--- config.mk ---
export PLATFORM = sky130hd
export DESIGN_NAME = io_pio_irq_ctrl
export DESIGN_NICKNAME = d
export VERILOG_FILES = /design/src/rtl/io_pio_irq_ctrl_pkg.sv /design/src/rtl/io_pio_debounce.sv /design/src/rtl/io_pio_irq_ctrl.sv
export SDC_FILE = /design/constraint.sdc
export NUM_CORES = 1
export LEC_CHECK = 0
export BUFFER_PORTS_ARGS = -buffer_cell sky130_fd_sc_hd__buf_4
export CORE_MARGIN = 1.5
export CORE_UTILIZATION = 54
export DETAILED_ROUTE_END_ITERATION = 12
export PLACE_DENSITY_LB_ADDON = 0.25
export SLEW_MARGIN = 20
export SYNTH_ARGS = -nofsm -noshare
export SYNTH_HDL_FRONTEND = slang
export SYNTH_SLANG_ARGS = --single-unit
--- constraint.sdc ---
create_clock -name clk -period 2.6 [get_ports clk]
set_input_delay 0.52 -clock clk [delete_from_list [all_inputs] [get_ports clk]]
set_output_delay 0.52 -clock clk [all_outputs]
set_load 0.05 [all_outputs]
--- src/rtl/io_pio_irq_ctrl_pkg.sv ---
// Shared definitions for the PIO edge/interrupt controller: register word indices and STATUS bit positions.
// Latency: n/a (constants and a decode helper only).
// Backpressure: n/a.
package io_pio_irq_ctrl_pkg;

  localparam logic [5:0] REG_LEVEL   = 6'd0;
  localparam logic [5:0] REG_PENDING = 6'd1;
  localparam logic [5:0] REG_MASK    = 6'd2;
  localparam logic [5:0] REG_RISE_EN = 6'd3;
  localparam logic [5:0] REG_FALL_EN = 6'd4;
  localparam logic [5:0] REG_STATUS  = 6'd5;

  localparam int STATUS_IRQ_BIT = 0;
  localparam int STATUS_DB_BIT  = 1;

  // True when a bus write targets the given word index.
  function automatic logic reg_wr(input logic we, input logic [5:0] word, input logic [5:0] idx);
    return we && (word == idx);
  endfunction

endpackage

--- src/rtl/io_pio_debounce.sv ---
// Per-bit debouncer: a shared prescaler ticks every DB_DIV cycles; out follows in after 3 agreeing tick samples.
// Latency: 3*DB_DIV + 2 cycles worst case from a stable input to out.
// Backpressure: none; free-running, always accepts its input.
module io_pio_debounce #(
  parameter int WIDTH  = 8,
  parameter int DB_DIV = 50000
) (
  input  logic             clk,
  input  logic             reset,
  input  logic [WIDTH-1:0] in,
  output logic [WIDTH-1:0] out
);

  localparam int CW = (DB_DIV > 1) ? $clog2(DB_DIV) : 1;
  localparam logic [CW-1:0] LAST = CW'(DB_DIV - 1);

  logic [CW-1:0]    cnt;
  logic             tick;
  logic [WIDTH-1:0] h0;
  logic [WIDTH-1:0] h1;
  logic [WIDTH-1:0] agree;

  assign tick  = (cnt == LAST);
  assign agree = ~(in ^ h0) & ~(in ^ h1);

  // Free-running prescaler, wraps at DB_DIV-1 and emits a single-cycle tick.
  always_ff @(posedge clk or posedge reset) begin
    if (reset) cnt <= '0;
    else if (tick) cnt <= '0;
    else cnt <= cnt + 1'b1;
  end

  // On each tick shift the sample history; a bit only moves when the new sample matches both older ones.
  always_ff @(posedge clk or posedge reset) begin
    if (reset) begin
      h0  <= '0;
      h1  <= '0;
      out <= '0;
    end else if (tick) begin
      h1  <= h0;
      h0  <= in;
      out <= (agree & in) | (~agree & out);
    end
  end

endmodule

--- src/rtl/io_pio_irq_ctrl.sv ---
// PIO edge-event/interrupt controller: sync (+optional debounce, macro IO_PIO_IRQ_DEBOUNCE_EN), edge latch, W1C pending, masked level irq.
// Latency: pio change -> PENDING on 3rd edge, irq on 4th (no debounce); register writes visible next cycle; reads zero latency.
// Backpressure: none; one single-cycle bus write per cycle, reads have no side effects.
module io_pio_irq_ctrl
  import io_pio_irq_ctrl_pkg::*;
#(
  parameter int WIDTH  = 8,
  parameter int DB_DIV = 50000
) (
  input  logic             clk,
  input  logic             reset,
  input  logic [7:0]       addr,
  input  logic             we,
  input  logic [31:0]      datain,
  output logic [31:0]      dataout,
  input  logic [WIDTH-1:0] pio,
  output logic             irq
);

  logic [5:0]       word;
  logic [WIDTH-1:0] wdat;
  logic [WIDTH-1:0] sync1;
  logic [WIDTH-1:0] sync2;
  logic [WIDTH-1:0] flt;
  logic [WIDTH-1:0] prev;
  logic [WIDTH-1:0] pending;
  logic [WIDTH-1:0] mask;
  logic [WIDTH-1:0] rise_en;
  logic [WIDTH-1:0] fall_en;
  logic [WIDTH-1:0] set_ev;
  logic [WIDTH-1:0] clr;
  logic [WIDTH-1:0] rdv;
  logic             unused_bits;

  assign word        = addr[7:2];
  assign wdat        = datain[WIDTH-1:0];
  assign unused_bits = ^{addr[1:0], datain};

  // Two-flop synchronizer for the raw asynchronous inputs.
  always_ff @(posedge clk or posedge reset) begin
    if (reset) begin
      sync1 <= '0;
      sync2 <= '0;
    end else begin
      sync1 <= pio;
      sync2 <= sync1;
    end
  end

`ifdef IO_PIO_IRQ_DEBOUNCE_EN
  localparam logic DB_PRESENT = 1'b1;

  io_pio_debounce #(
    .WIDTH  (WIDTH),
    .DB_DIV (DB_DIV)
  ) u_debounce (
    .clk   (clk),
    .reset (reset),
    .in    (sync2),
    .out   (flt)
  );
`else
  localparam logic DB_PRESENT = 1'b0;

  assign flt = sync2;
`endif

  // One-cycle delayed filtered level for edge detection; reset to 0 so inputs high at reset yield one rise.
  always_ff @(posedge clk or posedge reset) begin
    if (reset) prev <= '0;
    else prev <= flt;
  end

  assign set_ev = (flt & ~prev & rise_en) | (~flt & prev & fall_en);
  assign clr    = reg_wr(we, word, REG_PENDING) ? wdat : '0;

  // Control registers; in PENDING a new event beats a same-cycle W1C clear.
  always_ff @(posedge clk or posedge reset) begin
    if (reset) begin
      pending <= '0;
      mask    <= '0;
      rise_en <= '0;
      fall_en <= '0;
    end else begin
      pending <= (pending & ~clr) | set_ev;
      if (reg_wr(we, word, REG_MASK))    mask    <= wdat;
      if (reg_wr(we, word, REG_RISE_EN)) rise_en <= wdat;
      if (reg_wr(we, word, REG_FALL_EN)) fall_en <= wdat;
    end
  end

  // Registered interrupt level from unmasked pending events.
  always_ff @(posedge clk or posedge reset) begin
    if (reset) irq <= 1'b0;
    else irq <= |(pending & mask);
  end

  // Read mux; unimplemented words and bits above WIDTH read as zero.
  always_comb begin
    rdv     = '0;
    dataout = '0;
    case (word)
      REG_LEVEL:   rdv = flt;
      REG_PENDING: rdv = pending;
      REG_MASK:    rdv = mask;
      REG_RISE_EN: rdv = rise_en;
      REG_FALL_EN: rdv = fall_en;
      default:     rdv = '0;
    endcase
    dataout[WIDTH-1:0] = rdv;
    if (word == REG_STATUS) begin
      dataout[STATUS_IRQ_BIT] = irq;
      dataout[STATUS_DB_BIT]  = DB_PRESENT;
    end
  end

endmodule

== Word level (Yosys, flattened, before mapping) ==
Cells that the tools add are included.

* Equal/unequal tests: 5
* Bitwise logic cells: 11
* Muxes and demuxes: 3
* Reductions and logical operators: 6

{| class="wikitable"
|+ Operators with widths
! operator !! count
|-
| $and A8 B8 Y8 || 6
|-
| $pmux W8 S5 || 1
|-
| $not A8 Y8 || 3
|-
| $or A8 B8 Y8 || 2
|-
| $eq A6 B2 Y1 const B || 2
|-
| $eq A6 B3 Y1 const B || 2
|-
| $mux W8 || 1
|-
| $reduce_or A8 Y1 || 1
|-
| $eq A6 B1 Y1 const B || 1
|-
| $logic_not A6 Y1 || 1
|-
| $logic_and A1 B1 Y1 || 4
|-
| $mux W2 || 1
|}

* Logic and storage cells: 33
* Register bits after elaboration: 57
* Input bits: 51

== Depth between registers and ports, before layout ==
* Depth after elaboration: 6
* Gate-level depth with buffers: 5

== Least setup slack after synthesis ==
No wires, ideal clock.

* Path type: input port to output port
* Start point: input addr[4]
* End point: output dataout[1]
* Arrival: 2.211 ns
* Stages on the path: 4
* Path slack: -0.131 ns
* Path through: buf_2 nor4_4 nand2_1 o2111ai_1

* Longest elaborated chain between the ends: 3

{| class="wikitable"
|+ Ends and longest elaborated chain
! element !! line !! RTL
|-
| from (decl) || io_pio_irq_ctrl.sv:12 || <nowiki>input logic [7:0] addr,</nowiki>
|-
| $eq A6 B3 Y1 (tied with other cells) || io_pio_irq_ctrl.sv:102 || <nowiki>case (word)</nowiki>
|-
| $pmux W8 S5 || io_pio_irq_ctrl.sv:102 ||
|-
| $mux W2 * || io_pio_irq_ctrl.sv:111 || <nowiki>if (word == REG_STATUS) begin</nowiki>
|-
| to (decl) || io_pio_irq_ctrl.sv:15 || <nowiki>output logic [31:0] dataout,</nowiki>
|}

Mark *: on every way between the ends. The rest lies on a longest branch, timed or not.

== Final worst setup path ==
* Start point: input addr[7]
* End point: output dataout[5]

* Longest elaborated chain between the ends: 2

{| class="wikitable"
|+ Ends and longest elaborated chain
! element !! line
|-
| $eq A6 B3 Y1 (tied with other cells) || io_pio_irq_ctrl.sv:102
|-
| $pmux W8 S5 * || io_pio_irq_ctrl.sv:102
|}

Marked as above.

==> flow_summary_export.csv <==
group,metric,value,unit
outcome,run_status,"finished clean",
layout,layout.nets,307,
sta,max_clock_freq,0.437,GHz
drt,number_of_iterations_in_the_first_detailed_routing_pass,4,
worst_setup_path,worst_ep_arrival_time,1.77,ns
synthesis,synth-main-ff-cell,"sky130_fd_sc_hd__dfrtp_1",
sta,finalWorstPathRequiredPeriod,2.29,ns
layout,regArea,0.00143,sq mm
cts,clk_latency,0.33,ns
drt,first_iter_violations,94,
synthesis,synth_top_area_share,54.8,%
floorplan,placementRows,25,
cts,cts_resized,0,
floorplan,die_area,0.00524,sq mm
global_routing,maximum_number_of_pins_on_one_net_before_global_route_repair,58,
worst_setup_path,end_kind,"output pin",
layout,multi_input_comb_area,0.00104,sq mm
global_routing,initial_antenna_violation_count,0,
place,detailed_place.area,0.00286,sq mm
drt,drt-wirelength-per-cell,16.1,microns
sta,fin_hold_ws,0.294,ns
place,portBuffers,33,
place,hpwlAfterDp,3320,microns
sta,skew,0.00595,ns
place,place_congestion,0.773,
synthesis,yosysSeqAreaShare,54.8,%
synthesis,post_synth_main_area_contributors,"sky130_fd_sc_hd__dfrtp_1, sky130_fd_sc_hd__mux2_2, sky130_fd_sc_hd__buf_4",
cts,htree_num_levels,3,
synthesis,ff_latch_count_synth,57,
layout,final_area,0.00309,sq mm
layout,utilization,65.8,%
flow_run,cap_violations,0,
sta,finalSetupViolCount,0,
layout,drive_above_1_share,32.6,%
drt,detailroute.via_count,1773,
floorplan,coreArea,0.00469,sq mm
floorplan,io_pins,84,
synthesis,synth.lib_cells_used.distinct,28,
drt,sum_of_met3_wire_segment_lengths_after_detailed_routing,254,microns
layout,antenna_cells,0,
worst_setup_path,worst-setup-path-type,"in2out",
min_path,hold_class,"in2reg",
synthesis,synth-warning-count,0,
drt,drt-vias-per-instance,5.63,
synthesis,synth_area,0.00260,sq mm
worst_setup_path,timing.reg2reg.worst_path_depth,2,
synthesis,asyncSetResetFlopFracSynth,100,%
layout,stdcell_count,315,
sta,grt_setup_unrepaired,"no",
cts,clk_root_buffer_cell,"sky130_fd_sc_hd__clkbuf_8",
cts,cts.repair_timing.setup_buffer_count,0,
global_routing,grt_first_pass_wirelength,8150,microns
min_path,worst_hold_path.num_cells,1,
synthesis,yosysTopAreaCell,"sky130_fd_sc_hd__dfrtp_1",
drt,drtAntennaViolNets,0,
sta,layout_worst_path_cycle_share,88.1,%
global_routing,globalRouteTotalUtil,21.4,%
layout,synthToLayoutAreaGrowth,18.6,%
floorplan,chipHeight,72.4,microns
cts,ctsHoldBuffers,0,
power,power.leakage,1.42,nW
layout,filler_cell_count,357,
synthesis,avgSynthCellArea,12.3,sq um
drt,met2_wirelength,2380,microns
cts,cts_inserted_buffers,9,
layout,mostFrequentLayoutCell,"sky130_fd_sc_hd__dfrtp_1",
cts,clock_sink_count,57,
floorplan,die-width,72.4,microns
drt,wirelength,5060,microns
global_routing,gr-total-overflow,0,
sta,final_max_slew_viol_count,0,
sta,worst_slew_pin_slew,0.700,ns
sta,finalHoldViolations,0,
worst_setup_path,startpoint_type,"primary input",
drt,top_layer,"met4",
global_routing,first_global_vias,1634,
place,place_inst,299,
synthesis,syn_inst_count,211,
cts,clock_tree_from_tritoncts,"done",
cts,clock_tree.buffer_depth,2,
drt,m1WireLength,2320,microns
power,totalPowerFinal,2.35,mW
synthesis,synth-edff-count,0,
layout,top_library_cells_by_usage_in_the_layout_fill_and_taps_aside,"sky130_fd_sc_hd__dfrtp_1, sky130_fd_sc_hd__buf_4, sky130_fd_sc_hd__conb_1, sky130_fd_sc_hd__mux2_2, sky130_fd_sc_hd__nand3_1",
power,irDropWorstVdd,0.614,mV
sta,timing.max_slew.rel_slack,53.3,%
drt,drc,0,
worst_setup_path,path_max_fanout,7,
floorplan,starting_density_of_the_core,55.5,%
power,p_per_area,761,mW/mm^2
worst_setup_path,worst_ep_required,2.08,ns
cts,clk_pin_slew_worst_paths,0.06,ns
-- critical path: stages --
cell and delay, ns:
sky130_fd_sc_hd__buf_4 0.13, sky130_fd_sc_hd__nor4_4 0.31, sky130_fd_sc_hd__nand2_1 0.26, sky130_fd_sc_hd__o2111ai_1 0.30, sky130_fd_sc_hd__buf_4 0.24
-- kinds of logic after synthesis --
group,synth area share (%)
compound gates,7.60
simple gates,15.1
flops,54.8
mux,13.8
buf+inv,8.46
other cells,0.144
-- cell usage after synthesis, drive strengths merged, types with 2 or more instances --
library cell  instances
nand3                22
buf                  30
o2111ai               7
a22oi                 4
mux2i                 9
dfrtp                57
mux2                 24
a21o                  8
nand2                10
inv                   2
nand3b               11
nand4                11
o21ai                 6
-- where the power goes --
part,switching (mW),internal [mW]
registers,0.0885,1.00
clock network,0.328,0.574
logic,0.218,0.138
-- through the flow --
stage	setup slack (ns)	setup TNS, ns
4_1_cts	0.298	0
3_5_place_dp	0.311	0
6_report	0.310	0
5_1_grt	0.199	0
3_3_place_gp	0.291	0
2_1_floorplan	-0.131	-0.917
-- routing by layer --
| layer | track usage, % | vias up |
|---|---|---|
| met5 | 0 | - |
| met1 | 28.5 | 879 |
| met2 | 32.9 | 59 |
| li1 | - | 826 |
| met4 | 11.9 | 0 |
| met3 | 4.17 | 9 |
-- state kept, by name, summed over array words and instances (netlist names) --
register / count
pending: 8
irq: 1
sync1: 8
prev: 8
rise_en: 8
fall_en: 8
mask: 8
flt: 8
-- final timing paths --
check | startpoint | endpoint | slack [ns]
max in group asynchronous | reset | fall_en[3]$_DFFE_PP0P_ | 1.75
setup reg to reg | pending[4]$_DFF_PP0_ | irq$_DFF_PP0_ | 1.71
setup / recovery | addr[7] | dataout[5] | 0.31
hold / removal | pio[5] | sync1[5]$_DFF_PP0_ | 0.29
min in group asynchronous | reset | fall_en[7]$_DFFE_PP0P_ | 0.38
hold reg to reg | sync1[1]$_DFF_PP0_ | flt[1]$_DFF_PP0_ | 0.34
-- cell type report --
cell class	instances	area share, %
Inverter	2	0.243
Clock buffer	15	6.37
Tap cell	54	2.19
Sequential cell	57	46.2
Multi-Input combinational cell	144	33.8
Timing Repair Buffer	42	10.2
Clock inverter	1	0.973
Note: power is estimated with default switching activity, not from simulation.
